===== src/rtl/serial_pattern_generator.sv =====
// Serial pattern transmitter: shifts an N-bit word out MSB-first, s_reps+1 times.
// Optional inter-repetition idle gap enabled by defining SPG_GAP_EN.
module serial_pattern_generator #(
    parameter int             N       = 4,
    parameter logic [N-1:0]   PATTERN = 4'b1101,
    parameter int             REP_W   = 4,
    parameter int             GAP     = 2
) (
    input  logic             clk,
    input  logic             rst_n,
    input  logic             s_valid,
    output logic             s_ready,
    input  logic [N-1:0]     s_data,
    input  logic             s_use_default,
    input  logic [REP_W-1:0] s_reps,
    input  logic             abort,
    output logic             dout,
    output logic             dout_valid,
    output logic             busy,
    output logic             done
);
    localparam int BW = $clog2(N);

    typedef enum logic [1:0] {
        IDLE,
        SHIFT
`ifdef SPG_GAP_EN
        , GAP_S
`endif
    } state_t;

    state_t           state;
    logic [N-1:0]     sr;
    logic [REP_W-1:0] rep;
    logic [BW-1:0]    bit_cnt;
    logic [N-1:0]     word;

`ifdef SPG_GAP_EN
    localparam int GW = (GAP > 1) ? $clog2(GAP) : 1;
    logic [GW-1:0] gap_cnt;
`endif

    assign word    = s_use_default ? PATTERN : s_data;
    assign s_ready = (state == IDLE);
    assign busy    = (state != IDLE);
    // done marks the final bit of the final repetition; an abort in that cycle wins
    assign done    = (state == SHIFT) && (bit_cnt == '0) && (rep == '0) && !abort;

    always_ff @(posedge clk or negedge rst_n) begin
        if (!rst_n) begin
            state      <= IDLE;
            sr         <= '0;
            rep        <= '0;
            bit_cnt    <= '0;
            dout       <= 1'b0;
            dout_valid <= 1'b0;
`ifdef SPG_GAP_EN
            gap_cnt    <= '0;
`endif
        end else begin
            case (state)
                IDLE: begin
                    dout       <= 1'b0;
                    dout_valid <= 1'b0;
                    if (s_valid) begin
                        sr         <= word;
                        rep        <= s_reps;
                        bit_cnt    <= BW'(N - 1);
                        dout       <= word[N-1];
                        dout_valid <= 1'b1;
                        state      <= SHIFT;
                    end
                end
                SHIFT: begin
                    if (abort) begin
                        state      <= IDLE;
                        dout       <= 1'b0;
                        dout_valid <= 1'b0;
                    end else begin
                        // dout is registered, so it takes the MSB the rotated sr will hold
                        sr         <= {sr[N-2:0], sr[N-1]};
                        dout       <= sr[N-2];
                        dout_valid <= 1'b1;
                        if (bit_cnt == '0) begin
                            if (rep == '0) begin
                                state      <= IDLE;
                                dout       <= 1'b0;
                                dout_valid <= 1'b0;
                            end else begin
                                rep     <= rep - 1'b1;
                                bit_cnt <= BW'(N - 1);
`ifdef SPG_GAP_EN
                                if (GAP > 0) begin
                                    state      <= GAP_S;
                                    gap_cnt    <= GW'(GAP - 1);
                                    dout       <= 1'b0;
                                    dout_valid <= 1'b0;
                                end
`endif
                            end
                        end else begin
                            bit_cnt <= bit_cnt - 1'b1;
                        end
                    end
                end
`ifdef SPG_GAP_EN
                GAP_S: begin
                    dout       <= 1'b0;
                    dout_valid <= 1'b0;
                    if (abort) begin
                        state <= IDLE;
                    end else if (gap_cnt == '0) begin
                        // sr has rotated a full word, so it already holds the original MSB
                        state      <= SHIFT;
                        dout       <= sr[N-1];
                        dout_valid <= 1'b1;
                    end else begin
                        gap_cnt <= gap_cnt - 1'b1;
                    end
                end
`endif
                default: begin
                    state      <= IDLE;
                    dout       <= 1'b0;
                    dout_valid <= 1'b0;
                end
            endcase
        end
    end
endmodule


===== config.mk =====
export PLATFORM = sky130hd
export DESIGN_NAME = serial_pattern_generator
export DESIGN_NICKNAME = d
export VERILOG_FILES = /design/src/rtl/serial_pattern_generator.sv
export SDC_FILE = /design/constraint.sdc
export NUM_CORES = 1
export LEC_CHECK = 0
export CORE_MARGIN = 8
export CORE_UTILIZATION = 35
export CTS_BUF_LIST = sky130_fd_sc_hd__clkbuf_16
export DETAILED_ROUTE_END_ITERATION = 12
export GPL_TIMING_DRIVEN = 0
export PLACE_DENSITY_LB_ADDON = 0.12
export SETUP_SLACK_MARGIN = 0.3
export SLEW_MARGIN = 15
export SYNTH_ARGS = -nofsm -noshare
export SYNTH_HDL_FRONTEND = slang
export SYNTH_SLANG_ARGS = --single-unit

===== constraint.sdc =====
create_clock -name clk -period 1.83 [get_ports clk]
set_input_delay 0.366 -clock clk [delete_from_list [all_inputs] [get_ports clk]]
set_output_delay 0.366 -clock clk [all_outputs]
set_load 0.01 [all_outputs]

## Word level (Yosys, flattened, before mapping)

Cells that the tools add are included.

| storage, ports and cells | value |
|---|---|
| register bits after elaboration | 14 |
| input port bits | 13 |
| output and inout port bits | 5 |

| cells by class | value |
|---|---|
| $add $sub $neg | 2 |
| equal/unequal tests | 8 |
| multiplexer cells | 29 |
| reduce and logical (&&, ||, !) cells | 13 |

Operator list:

| kind | number |
|---|---|
| $mux W4 | 7 |
| $mux W2 | 8 |
| $pmux W4 S2 | 2 |
| $mux W1 | 8 |
| $pmux W2 S2 | 2 |
| $ne A2 B2 Y1 const B | 3 |
| $ne A3 B2 Y1 const B | 2 |
| $reduce_and A3 Y1 | 2 |
| $reduce_and A5 Y1 | 1 |
| $logic_not A2 Y1 | 2 |
| $logic_not A4 Y1 | 1 |
| $pmux W1 S2 | 2 |
| $reduce_and A4 Y1 | 1 |
| $reduce_bool A2 Y1 | 2 |
| $sub A4 B1 Y4 const B | 1 |
| $logic_and A1 B1 Y1 | 3 |
| $ne A3 B3 Y1 const B | 1 |
| $eq A2 B1 Y1 const B | 1 |
| $ne A2 B1 Y1 const B | 1 |
| $sub A2 B1 Y2 const B | 1 |
| $logic_not A1 Y1 | 1 |

## Longest topological paths before layout

Gate-level depths: netlist of run 1.

| logic depth | value |
|---|---|
| depth in word-level cells | 5 |
| gate-level depth with buffers | 5 |
| gate-level depth less buffers | 5 |

## Worst setup path after synthesis of run 1

No wires, ideal clock.

| timing path | value |
|---|---|
| path kind | register to output |
| from | register bit_cnt[0] |
| to | output done |
| arrival time | 1.221 ns |
| data required time | 1.464 ns |
| setup slack | 0.243 ns |
| stages on the path, launching flop included | 5 |
| path through | dfrtp_1 > inv_1 > ha_1 > nand3b_1 > nor4b_1 |

| between the ends | value |
|---|---|
| word-level cells in the longest chain between the ends | 4 |

RTL lines:

| item | RTL line | RTL |
|---|---|---|
| from (decl) | 35 | `logic [BW-1:0] bit_cnt;` |
| from (signal assigned) | 68 | `bit_cnt <= BW'(N - 1);` |
| from (signal assigned) | 91 | `bit_cnt <= BW'(N - 1);` |
| from (signal assigned) | 102 | `bit_cnt <= bit_cnt - 1'b1;` |
| $logic_not A2 Y1 | 47 | `assign done = (state == SHIFT) && (bit_cnt == '0) && (rep == '0) && !abort;` |
| $logic_and A1 B1 Y1 (3 in a row) | 47 |  |
| to (decl) | 20 | `output logic done` |

Every way passes these cells.

## Worst setup path in the final report of run 1

Same ends and word-level chain as after synthesis.

==> metrics.txt, run 1 <==
# TYPE chip_impl_metric gauge
chip_impl_info{name="run_status",value="finished, final reports clean"} 1
chip_impl_info{name="cell_by_cell_listing_of_the_critical_path",value="inv_2 -> ha_4 -> nand3b_1 -> nor4b_2 -> buf_2"} 1
chip_impl_metric{name="timing.final.crit_period",unit="ns"} 1.72
chip_impl_metric{name="cp_data_arrival_time",unit="ns"} 1.35
chip_impl_metric{name="firstDrtPassIters",unit=""} 4
chip_impl_metric{name="instances_no_fill",unit=""} 125
chip_impl_metric{name="gp_routability_congestion",unit=""} 0.768
chip_impl_metric{name="clock_network_latency_to_the_later_pin_of_the_worst_skew_pair",unit="ns"} 0.25
chip_impl_info{name="worst_setup_path_startpoint",value="bit_cnt[0]"} 1
chip_impl_metric{name="yosysWarningCount",unit=""} 0
chip_impl_metric{name="syn-cell-area",unit="um2"} 747
chip_impl_metric{name="report.final.slew_viol_count",unit=""} 0
chip_impl_metric{name="p_sw_share",unit="%"} 30.6
chip_impl_metric{name="critical_path_peak_fanout",unit=""} 3
chip_impl_metric{name="row_count",unit=""} 16
chip_impl_metric{name="area_delta_synth_final",unit="%"} 42.9
chip_impl_metric{name="post_synth_num_cell_types",unit=""} 31
chip_impl_metric{name="drc",unit=""} 0
chip_impl_metric{name="power.internal",unit="uW"} 862
chip_impl_metric{name="antenna_cells",unit=""} 0
chip_impl_metric{name="final_layout_size_suffix_gt1_share",unit="%"} 22.4
chip_impl_metric{name="placeableCoreArea",unit="um2"} 1980
chip_impl_metric{name="timing.slew.headroom",unit="%"} 57.9
chip_impl_metric{name="post_dp_cell_area",unit="um2"} 947
chip_impl_metric{name="cts_htree_levels",unit=""} 1
chip_impl_metric{name="clock_slew_at_reported_path_ffs",unit="ns"} 0.04
chip_impl_metric{name="port_buffers",unit=""} 16
chip_impl_metric{name="max_freq",unit="GHz"} 0.582
chip_impl_metric{name="design_area",unit="um2"} 1070
chip_impl_metric{name="worstMarginPinSlew",unit="ns"} 0.629
chip_impl_metric{name="syn_avg_cell_area",unit="um2"} 9.96
chip_impl_metric{name="p_leak",unit="nW"} 0.463
chip_impl_metric{name="cp.required",unit="ns"} 1.46
chip_impl_metric{name="vias_after_detailed_routing",unit=""} 631
chip_impl_metric{name="initial_utilization",unit="%"} 37.7
chip_impl_metric{name="grt_pass1_vias",unit=""} 620
chip_impl_metric{name="ant_nets",unit=""} 0
chip_impl_info{name="cts_tree",value="built"} 1
chip_impl_metric{name="p_comb_share",unit="%"} 30.1
chip_impl_info{name="cts.root.buffer_cell",value="clkbuf_16"} 1
chip_impl_metric{name="top_level_pins",unit=""} 18
chip_impl_metric{name="detailed_route_wl",unit="um"} 1760
chip_impl_metric{name="wire_length_of_the_first_global_routing_pass",unit="um"} 2770
chip_impl_info{name="timing.critical_path.from_type",value="flop"} 1
chip_impl_metric{name="synthCells",unit=""} 75
chip_impl_metric{name="max_cap_violations",unit=""} 0
chip_impl_info{name="end_kind",value="output port"} 1
chip_impl_metric{name="layout.nets",unit=""} 114
chip_impl_metric{name="post_drt_via_cell_ratio",unit=""} 5.05
chip_impl_info{name="unrepaired_setup_endpoints_after_global_routing",value="true"} 1
chip_impl_metric{name="dp_cells",unit=""} 118
chip_impl_metric{name="grt_use_total",unit="%"} 8.76
chip_impl_metric{name="finalHoldViolations",unit=""} 0
chip_impl_metric{name="worst_ir_drop_vdd",unit="uV"} 884
chip_impl_metric{name="fp.dieArea",unit="um2"} 3870
chip_impl_metric{name="dpl.hpwl",unit="um"} 1260
chip_impl_metric{name="timing.final.crit_share",unit="%"} 93.9
chip_impl_info{name="hp-class",value="in2reg"} 1
chip_impl_metric{name="clock_power_share",unit="%"} 32.9
chip_impl_info{name="worst_r2r_startpoint",value="rep[0]"} 1
chip_impl_metric{name="synth.net_count",unit=""} 90
chip_impl_metric{name="netSwitchingPower",unit="uW"} 380
chip_impl_metric{name="drt_first_iter_violations",unit=""} 9
chip_impl_metric{name="seqPwrFrac",unit="%"} 37.0
chip_impl_metric{name="tritoncts_num_sinks",unit=""} 13
chip_impl_metric{name="wl_per_cell",unit="um"} 14.1
chip_impl_metric{name="p_per_area",unit="nW/um2"} 1160
chip_impl_info{name="path_class",value="reg2out"} 1
chip_impl_metric{name="number_of_storage_elements_in_the_synthesis_netlist",unit=""} 13
chip_impl_info{name="layout_common_cells",value="13 x clkdlybuf4s50_1, 12 x dfrtp_1, 6 x inv_1"} 1
chip_impl_metric{name="grt_overflow",unit=""} 0
chip_impl_metric{name="cts_buffer_depth",unit=""} 2
chip_impl_metric{name="critical_path.max_stage_delay",unit="ns"} 0.39
chip_impl_metric{name="grt_start_max_net_pins",unit=""} 14
chip_impl_metric{name="finClkSkew",unit="ns"} 0.00603
chip_impl_info{name="layout.cells.most_common",value="clkdlybuf4s50_1"} 1
chip_impl_metric{name="synth_seq_area_share",unit="%"} 43.6
chip_impl_metric{name="die_width",unit="um"} 62.2
chip_impl_info{name="critical_path.slowest_cell",value="dfrtp_1"} 1
chip_impl_metric{name="final_core_utilization",unit="%"} 53.9
chip_impl_metric{name="final-setup-viol-count",unit=""} 0
chip_impl_metric{name="die_y",unit="um"} 62.2
chip_impl_info{name="hold_path.startpoint",value="abort"} 1
chip_impl_metric{name="cts-hold-fix-buffers",unit=""} 0
chip_impl_metric{name="cts_inserted_buffers",unit=""} 3
chip_impl_metric{name="antenna_found_initial",unit=""} 0
## repair_timing
action / in CTS / in global routing
endpoints found under the hold margin: 0 / 0
buffers inserted: 1 / 2
gates resized for setup: 11 / 2
pin swaps: 2 / 1
endpoints found under the setup margin: 10 / 9
## power by group through the flow
stage / combinational, mW / clock [mW] / sequential [mW]
2_1_floorplan: 0.223 / 0 / 0.441
3_3_place_gp: 0.324 / 0 / 0.452
3_5_place_dp: 0.330 / 0 / 0.456
4_1_cts: 0.350 / 0.412 / 0.457
5_1_grt: 0.422 / 0.438 / 0.471
6_report: 0.373 / 0.409 / 0.460
## worst max-delay path: cells and delay by family, from the launching register on
kind	cells	cell delay, ns
AND/OR/NAND/NOR	2	0.34
flip-flops	1	0.39
buffers and inverters	2	0.25
adder cells (fa/ha/maj)	1	0.13
## sequential cells by signal, summed over array words and instances, names as in the netlist
signal,count
sr,4
bit_cnt,2
dout_valid,1
dout,1
rep,4
state,1
## final timing paths
path / to / slack (ns) / depth (start not counted)
worst max-delay path: done / 0.11 / 5
worst min-delay path: bit_cnt[1] / 0.47 / 3
worst max register to register: state[0] / 0.24 / 5
worst min register to register: bit_cnt[0] / 0.50 / 1
max in group asynchronous: state[0] / 0.87 / 1
min in group asynchronous: rep[1] / 0.51 / 1
## layout make-up
type	count	area, um2
repair buffers	19	175
clock buffers	3	75.1
well taps	27	33.8
plain buffers	3	23.8
flip-flops and latches	13	327
multi-input cells	52	403
inverters	7	26.3
clock inverters	1	3.75
fillers	179	915
## Yosys cell counts
| cell type | instances | area share (%) |
|---|---|---|
| dfrtp_1 | 13 | 44 |
| inv_1 | 7 | 3.5 |
| mux2i_1 | 5 | 6.7 |
| nand2_1 | 5 | 2.5 |
| o21ai_0 | 5 | 3.3 |
| nor2_1 | 4 | 2.0 |
| nand2b_1 | 3 | 2.5 |
| o22ai_1 | 3 | 2.5 |
| or3_1 | 3 | 2.5 |
| ha_1 | 2 | 3.3 |
| mux2_2 | 2 | 3.0 |
| nor2b_1 | 2 | 1.7 |
| o211ai_1 | 2 | 2.0 |
| or2_2 | 2 | 1.7 |
| a2111o_1 | 1 | 1.5 |
| a211o_1 | 1 | 1.2 |
| a211oi_1 | 1 | 1.0 |
| a211oi_2 | 1 | 1.7 |
| a21oi_1 | 1 | 0.67 |
| a221oi_1 | 1 | 1.2 |
| a31oi_1 | 1 | 0.84 |
| a41o_1 | 1 | 1.3 |
| and2_2 | 1 | 1.0 |
| and3b_1 | 1 | 1.2 |
| buf_2 | 1 | 0.67 |
| buf_4 | 1 | 1.0 |
| buf_6 | 1 | 1.5 |
| nand3b_1 | 1 | 1.0 |
| nor3b_1 | 1 | 1.0 |
| nor4b_1 | 1 | 1.2 |
| o2bb2ai_1 | 1 | 1.2 |
## through the flow
| step | hold slack (ns) | TNS [ns] | total power [mW] | setup WS [ns] |
|---|---|---|---|---|
| 3_5_place_dp | 0.480 | -0.217 | 0.786 | -0.217 |
| 4_1_cts | 0.484 | 0 | 1.22 | 0.103 |
| 3_3_place_gp | 0.468 | -0.212 | 0.777 | -0.212 |
| 2_1_floorplan | 0.0704 | 0 | 0.664 | 0.325 |
| 6_report | 0.471 | 0 | 1.24 | 0.111 |
| 5_1_grt | 0.488 | 0 | 1.33 | 0.0389 |
## logic make-up after synthesis
kind of cell | after synthesis | share of synthesized area, %
and+or+nand+nor | 24 | 18.3
AOI/OAI and AO/OA | 19 | 18.4
DFF | 13 | 43.6
buffers and inverters | 10 | 6.70
muxes | 7 | 9.72
adders and majority gates | 2 | 3.35
## metal layers
layer / global-route usage, % / up-vias / wire length [um]
li1: - / 311 / -
met1: 9.90 / 306 / 830
met2: 13.3 / 12 / 798
met3: 4.84 / 2 / 110
met4: 3.50 / 0 / 18
met5: 0 / - / 0
No activity file was read; power rests on OpenSTA's default activity.
==> run 2, diff against run 1 <==
Settings changed: PLACE_DENSITY_LB_ADDON 0.12 to unset.
==> run 2 against run 1 <==
Clock power is 1% lower. First-iteration DRC count is 67% higher. Critical path depth stayed put. Power is 3.3% higher. Highest routed layer unchanged. Sequential share of layout area is 0.49 points lower. Setup slack worse by 0.0057 ns. Utilization is 0.88 points higher. Largest cell class unchanged. Count of clock-buffer cells in the layout stayed put. Clock skew is 0.0051 ns lower. Via count is 0.63% higher.
==> metrics.txt, run 2 (synthesis gave the netlist of run 1 again) <==
# TYPE chip_impl_metric gauge
chip_impl_info{name="run_status",value="finished, final reports clean"} 1
chip_impl_metric{name="setup_slack_reg_to_reg",unit="ns"} 0.25
chip_impl_info{name="cts_tree",value="built"} 1
chip_impl_metric{name="final_core_utilization",unit="%"} 54.7
chip_impl_metric{name="wire_length_of_the_first_global_routing_pass",unit="um"} 2930
chip_impl_metric{name="top_level_pins",unit=""} 18
chip_impl_metric{name="port_buffers",unit=""} 16
chip_impl_metric{name="clock_power_share",unit="%"} 31.5
chip_impl_metric{name="initial_utilization",unit="%"} 37.7
chip_impl_metric{name="post_dp_cell_area",unit="um2"} 947
chip_impl_metric{name="row_count",unit=""} 16
chip_impl_metric{name="cp_data_arrival_time",unit="ns"} 1.36
chip_impl_metric{name="p_leak",unit="nW"} 0.470
chip_impl_metric{name="power.internal",unit="uW"} 893
chip_impl_info{name="hp-class",value="in2reg"} 1
chip_impl_metric{name="drc",unit=""} 0
chip_impl_metric{name="cts_buffer_depth",unit=""} 2
chip_impl_metric{name="p_per_area",unit="nW/um2"} 1180
chip_impl_metric{name="timing.final.crit_share",unit="%"} 94.2
chip_impl_metric{name="placeableCoreArea",unit="um2"} 1980
chip_impl_metric{name="vias_after_detailed_routing",unit=""} 635
chip_impl_metric{name="worstMarginPinSlew",unit="ns"} 0.616
chip_impl_metric{name="grt_pass1_vias",unit=""} 620
chip_impl_metric{name="clock_slew_at_reported_path_ffs",unit="ns"} 0.04
chip_impl_info{name="layout_common_cells",value="13 x clkdlybuf4s50_1, 12 x dfrtp_1, 6 x inv_1, 6 x buf_4"} 1
chip_impl_metric{name="ant_nets",unit=""} 0
chip_impl_info{name="cts.root.buffer_cell",value="clkbuf_16"} 1
chip_impl_metric{name="timing.slew.headroom",unit="%"} 58.8
chip_impl_info{name="path_class",value="reg2out"} 1
chip_impl_info{name="worst_setup_path_startpoint",value="bit_cnt[1]"} 1
chip_impl_metric{name="cts_htree_levels",unit=""} 1
chip_impl_metric{name="netSwitchingPower",unit="uW"} 390
chip_impl_metric{name="timing.final.crit_period",unit="ns"} 1.72
chip_impl_metric{name="max_freq",unit="GHz"} 0.580
chip_impl_metric{name="fp.dieArea",unit="um2"} 3870
chip_impl_metric{name="clock_network_latency_to_the_later_pin_of_the_worst_skew_pair",unit="ns"} 0.24
chip_impl_metric{name="r2r_cells",unit=""} 5
chip_impl_info{name="end_kind",value="output port"} 1
chip_impl_info{name="timing.rr.end",value="state[0]"} 1
chip_impl_metric{name="gp_routability_congestion",unit=""} 0.802
chip_impl_info{name="endpoint",value="done"} 1
chip_impl_metric{name="max_cap_violations",unit=""} 0
chip_impl_metric{name="drt_first_iter_violations",unit=""} 15
chip_impl_metric{name="worst_ir_drop_vdd",unit="uV"} 863
chip_impl_metric{name="report.final.slew_viol_count",unit=""} 0
chip_impl_metric{name="grt_use_total",unit="%"} 9.11
chip_impl_info{name="top_regs",value="rep (4), sr (4), bit_cnt (2)"} 1
chip_impl_metric{name="cts_inserted_buffers",unit=""} 3
chip_impl_info{name="unrepaired_setup_endpoints_after_global_routing",value="true"} 1
chip_impl_info{name="gr-max-usage-layer",value="met1"} 1
chip_impl_metric{name="design_area",unit="um2"} 1080
chip_impl_metric{name="finClkSkew",unit="ns"} 0.000967
chip_impl_metric{name="cp.required",unit="ns"} 1.46
chip_impl_metric{name="wl_per_cell",unit="um"} 14.5
chip_impl_metric{name="dpl.hpwl",unit="um"} 1270
chip_impl_metric{name="antenna_found_initial",unit=""} 0
chip_impl_metric{name="layout.nets",unit=""} 116
chip_impl_metric{name="die_width",unit="um"} 62.2
chip_impl_metric{name="final-setup-viol-count",unit=""} 0
chip_impl_metric{name="critical_path_peak_fanout",unit=""} 2
chip_impl_metric{name="post_drt_via_cell_ratio",unit=""} 5.00
chip_impl_metric{name="final_layout_size_suffix_gt1_share",unit="%"} 25.0
chip_impl_metric{name="area_delta_synth_final",unit="%"} 45.2
chip_impl_metric{name="detailed_route_wl",unit="um"} 1840
chip_impl_metric{name="grt_overflow",unit=""} 0
chip_impl_metric{name="antenna_cells",unit=""} 0
chip_impl_info{name="worst_r2r_startpoint",value="rep[0]"} 1
chip_impl_info{name="layout.cells.most_common",value="clkdlybuf4s50_1"} 1
chip_impl_metric{name="p_comb_share",unit="%"} 33.0
chip_impl_info{name="timing.critical_path.from_type",value="flop"} 1
chip_impl_metric{name="die_y",unit="um"} 62.2
chip_impl_metric{name="p_sw_share",unit="%"} 30.4
chip_impl_metric{name="grt_use_met1",unit="%"} 12.6
chip_impl_metric{name="seqPwrFrac",unit="%"} 35.4
chip_impl_metric{name="firstDrtPassIters",unit=""} 4
chip_impl_metric{name="finalHoldViolations",unit=""} 0
chip_impl_metric{name="tritoncts_num_sinks",unit=""} 13
chip_impl_metric{name="grt_use_met2",unit="%"} 12.5
chip_impl_metric{name="cts-hold-fix-buffers",unit=""} 0
chip_impl_metric{name="gr-usage-met3",unit="%"} 3.05
chip_impl_metric{name="grt_start_max_net_pins",unit=""} 14
[run 2: worst max-delay path, cell delays in order, from the launching register on]
cell and delay, ns:
dfrtp_1 0.38, inv_2 0.08, ha_4 0.13, nand3b_1 0.11, nor4b_2 0.25, buf_2 0.18
[run 2: power groups by stage]
| stage | clock network (mW) | registers [mW] | logic (mW) |
|---|---|---|---|
| after global routing | 0.424 | 0.467 | 0.469 |
| after CTS | 0.412 | 0.455 | 0.397 |
| after floorplan | 0 | 0.441 | 0.223 |
| after global placement | 0 | 0.453 | 0.324 |
| after detailed placement | 0 | 0.457 | 0.331 |
| final | 0.404 | 0.455 | 0.424 |
[run 2: worst min-delay path by stage]
stage	from	endpoint	cells after the start
finish	abort	bit_cnt[1]	3
global route	abort	bit_cnt[1]	3
CTS	abort	bit_cnt[1]	3
detailed placement	bit_cnt[0]	bit_cnt[0]	1
global placement	bit_cnt[0]	bit_cnt[0]	1
floorplan	rst_n	bit_cnt[0]	0
[run 2: cell type report]
type	instances	area (um2)
Sequential cell	13	327
Multi-Input combinational cell	52	405
Buffer	3	23.8
Inverter	7	26.3
Clock buffer	3	75.1
Clock inverter	1	3.75
Fill cell	169	897
Timing Repair Buffer	21	190
Tap cell	27	33.8
[run 2: repair_timing]
action,4_1_cts,5_1_grt
pin swaps,3,0
buffers inserted,4,1
resized for setup,13,1
gates cloned,0,0
endpoints found under the setup margin,10,8
[run 2: per-layer routing]
metal	vias up	routed length, um	share of wire, %
li1	320	-	-
met5	-	0	0
met1	295	870	47
met4	0	23	1.3
met2	16	854	47
met3	4	87	4.7
[run 2: through the flow]
step / hold slack [ns] / instances / setup slack, ns / setup TNS (ns) / total power [mW]
2_1_floorplan: 0.0704 / 75 / 0.325 / 0 / 0.664
3_3_place_gp: 0.467 / 118 / -0.216 / -0.216 / 0.777
3_5_place_dp: 0.487 / 118 / -0.267 / -0.267 / 0.788
4_1_cts: 0.470 / 126 / 0.123 / 0 / 1.26
5_1_grt: 0.490 / 127 / 0.0177 / 0 / 1.36
6_report: 0.469 / 127 / 0.106 / 0 / 1.28
==> run 3, diff against run 2 <==
Settings changed: CORE_UTILIZATION 35 to 47, PLACE_DENSITY set to 0.76.
==> run 3 against run 2 <==
Clock power up 1%. Register-to-register slack better by 0.14 ns. Sequential share of layout area up 0.14 points. Die area down 19%. Critical path depth unchanged.
==> metrics.txt, run 3 (synthesis gave the netlist of run 1 again) <==
# TYPE chip_impl_metric gauge
chip_impl_metric{name="fp.dieArea",unit="um2"} 3120
chip_impl_info{name="cts_tree",value="built"} 1
chip_impl_metric{name="cts_htree_levels",unit=""} 1
chip_impl_metric{name="detailed_route_wl",unit="um"} 1760
chip_impl_metric{name="ant_nets",unit=""} 0
chip_impl_metric{name="critical_path.max_stage_delay",unit="ns"} 0.37
chip_impl_metric{name="grt_overflow",unit=""} 0
chip_impl_info{name="unrepaired_setup_endpoints_after_global_routing",value="true"} 1
chip_impl_metric{name="firstDrtPassIters",unit=""} 4
chip_impl_metric{name="report.power.total",unit="mW"} 1.31
chip_impl_metric{name="cts_inserted_buffers",unit=""} 3
chip_impl_metric{name="timing.slew.headroom",unit="%"} 61.5
chip_impl_metric{name="setup_total_negative_slack",unit="ns"} 0
chip_impl_info{name="timing.critical_path.from_type",value="flop"} 1
chip_impl_metric{name="max_freq",unit="GHz"} 0.581
chip_impl_metric{name="post_drt_via_cell_ratio",unit=""} 5.67
chip_impl_metric{name="p_leak",unit="nW"} 0.469
chip_impl_metric{name="row_count",unit=""} 14
chip_impl_metric{name="drc",unit=""} 0
chip_impl_metric{name="instances_no_fill",unit=""} 115
chip_impl_metric{name="timing.critical_path.buf_inv",unit=""} 2
chip_impl_metric{name="critical_path_peak_fanout",unit=""} 4
chip_impl_metric{name="grt_pass1_vias",unit=""} 705
chip_impl_metric{name="worst_path_depth",unit=""} 5
chip_impl_metric{name="gp_routability_congestion",unit=""} 0.834
chip_impl_metric{name="wl_per_cell",unit="um"} 15.3
chip_impl_info{name="run_status",value="finished, final reports clean"} 1
chip_impl_metric{name="finClkSkew",unit="ns"} 0.00492
chip_impl_metric{name="finalHoldViolations",unit=""} 0
chip_impl_metric{name="antenna_found_initial",unit=""} 0
chip_impl_metric{name="clock_slew_at_reported_path_ffs",unit="ns"} 0.05
chip_impl_metric{name="layout.nets",unit=""} 115
chip_impl_metric{name="placeableCoreArea",unit="um2"} 1510
chip_impl_info{name="cts.root.buffer_cell",value="clkbuf_16"} 1
chip_impl_metric{name="antenna_cells",unit=""} 0
chip_impl_metric{name="grt_start_max_net_pins",unit=""} 14
chip_impl_metric{name="final_layout_size_suffix_gt1_share",unit="%"} 26.3
chip_impl_metric{name="vias_after_detailed_routing",unit=""} 652
chip_impl_metric{name="dp_cells",unit=""} 107
chip_impl_info{name="critPathTopFamily",value="flip-flops"} 1
chip_impl_metric{name="layout.filler_cells",unit=""} 107
chip_impl_info{name="top_regs",value="rep (4), sr (4), bit_cnt (2)"} 1
chip_impl_metric{name="area_delta_synth_final",unit="%"} 44.6
chip_impl_metric{name="drt_first_iter_violations",unit=""} 10
chip_impl_metric{name="setup_slack",unit="ns"} 0.110
chip_impl_metric{name="die_y",unit="um"} 55.9
chip_impl_metric{name="timing.final.crit_period",unit="ns"} 1.72
chip_impl_metric{name="min_path_cells",unit=""} 3
chip_impl_metric{name="cts-hold-fix-buffers",unit=""} 0
chip_impl_metric{name="grt_use_total",unit="%"} 11.8
chip_impl_metric{name="port_buffers",unit=""} 16
chip_impl_metric{name="dp_slack",unit="ns"} -0.242
chip_impl_metric{name="max_cap_violations",unit=""} 0
chip_impl_metric{name="r2r_cells",unit=""} 5
chip_impl_metric{name="die_width",unit="um"} 55.9
chip_impl_info{name="end_kind",value="output port"} 1
chip_impl_info{name="cell_by_cell_listing_of_the_critical_path",value="inv_2 -> ha_4 -> nand3b_1 -> nor4b_2 -> buf_2"} 1
chip_impl_metric{name="tritoncts_num_sinks",unit=""} 13
chip_impl_info{name="layout.cells.most_common",value="clkdlybuf4s50_1"} 1
chip_impl_metric{name="p_per_area",unit="nW/um2"} 1210
chip_impl_metric{name="worstMarginPinSlew",unit="ns"} 0.575
chip_impl_metric{name="final-setup-viol-count",unit=""} 0
chip_impl_info{name="critical_path.slowest_cell",value="dfrtp_1"} 1
chip_impl_metric{name="top_level_pins",unit=""} 18
chip_impl_metric{name="worst_ir_drop_vdd",unit="uV"} 895
chip_impl_info{name="layout_common_cells",value="13 x clkdlybuf4s50_1, 12 x dfrtp_1"} 1
chip_impl_metric{name="clock_network_latency_to_the_later_pin_of_the_worst_skew_pair",unit="ns"} 0.25
chip_impl_metric{name="setup_slack_reg_to_reg",unit="ns"} 0.39
chip_impl_metric{name="timing.final.crit_share",unit="%"} 94.0
chip_impl_metric{name="initial_utilization",unit="%"} 49.6
chip_impl_metric{name="cts_buffer_depth",unit=""} 2
chip_impl_info{name="path_class",value="reg2out"} 1
chip_impl_metric{name="wire_length_of_the_first_global_routing_pass",unit="um"} 3080
chip_impl_metric{name="dpl.hpwl",unit="um"} 1260
chip_impl_info{name="hp-class",value="in2reg"} 1
chip_impl_metric{name="report.final.slew_viol_count",unit=""} 0
chip_impl_metric{name="cp.required",unit="ns"} 1.46
chip_impl_metric{name="cp_data_arrival_time",unit="ns"} 1.35
[run 3: per-layer routing]
layer	wire length (um)	GRT usage (%)
met5	0	0
met4	14	3.44
met3	87	5.25
met2	898	19.7
met1	755	13.1
[run 3: stage by stage]
| stage | util (%) | instance area (um2) | hold WS [ns] |
|---|---|---|---|
| detailed placement | 62.0 | 933 | 0.481 |
| global route | 71.7 | 1080 | 0.488 |
| floorplan | - | 753 | 0.0704 |
| finish | 71.7 | 1080 | 0.459 |
| global placement | 62.0 | 933 | 0.465 |
| CTS | 69.6 | 1050 | 0.472 |
[run 3: layout make-up]
cell class                      count  area (um2)  area share [%]
Inverter                            7        26.3            2.43
Timing Repair Buffer               20         183            16.9
Sequential cell                    13         327            30.2
Clock buffer                        3        75.1            6.95
Multi-Input combinational cell     52         422            39.0
Buffer                              3        23.8            2.20
Tap cell                           16        20.0            1.85
Clock inverter                      1        3.75           0.348
[run 3: power by group]
| group | total, mW | internal [mW] | switching [mW] |
|---|---|---|---|
| Clock | 0.409 | 0.288 | 0.121 |
| Sequential | 0.464 | 0.376 | 0.0885 |
| Combinational | 0.437 | 0.239 | 0.198 |
| Total | 1.31 | 0.903 | 0.407 |
[run 3: repair_timing]
| item | CTS | global route |
|---|---|---|
| pin swaps | 3 | 2 |
| setup endpoints to repair | 10 | 7 |
| endpoints found under the hold margin | 0 | 0 |
| buffers inserted | 3 | 1 |
| gates resized for setup | 13 | 5 |
[run 3: worst paths after layout]
path                            start       end
max                        bit_cnt[1]      done
min                             abort      dout
max reg2reg                    rep[1]  state[0]
min reg2reg                     sr[2]      dout
max in group asynchronous       rst_n  state[0]
min in group asynchronous       rst_n    rep[2]
[run 3: tightest hold or removal path, cell delays in order]
cell and delay [ns]:
buf_6 0.11, a211oi_4 0.07, o2bb2ai_1 0.11
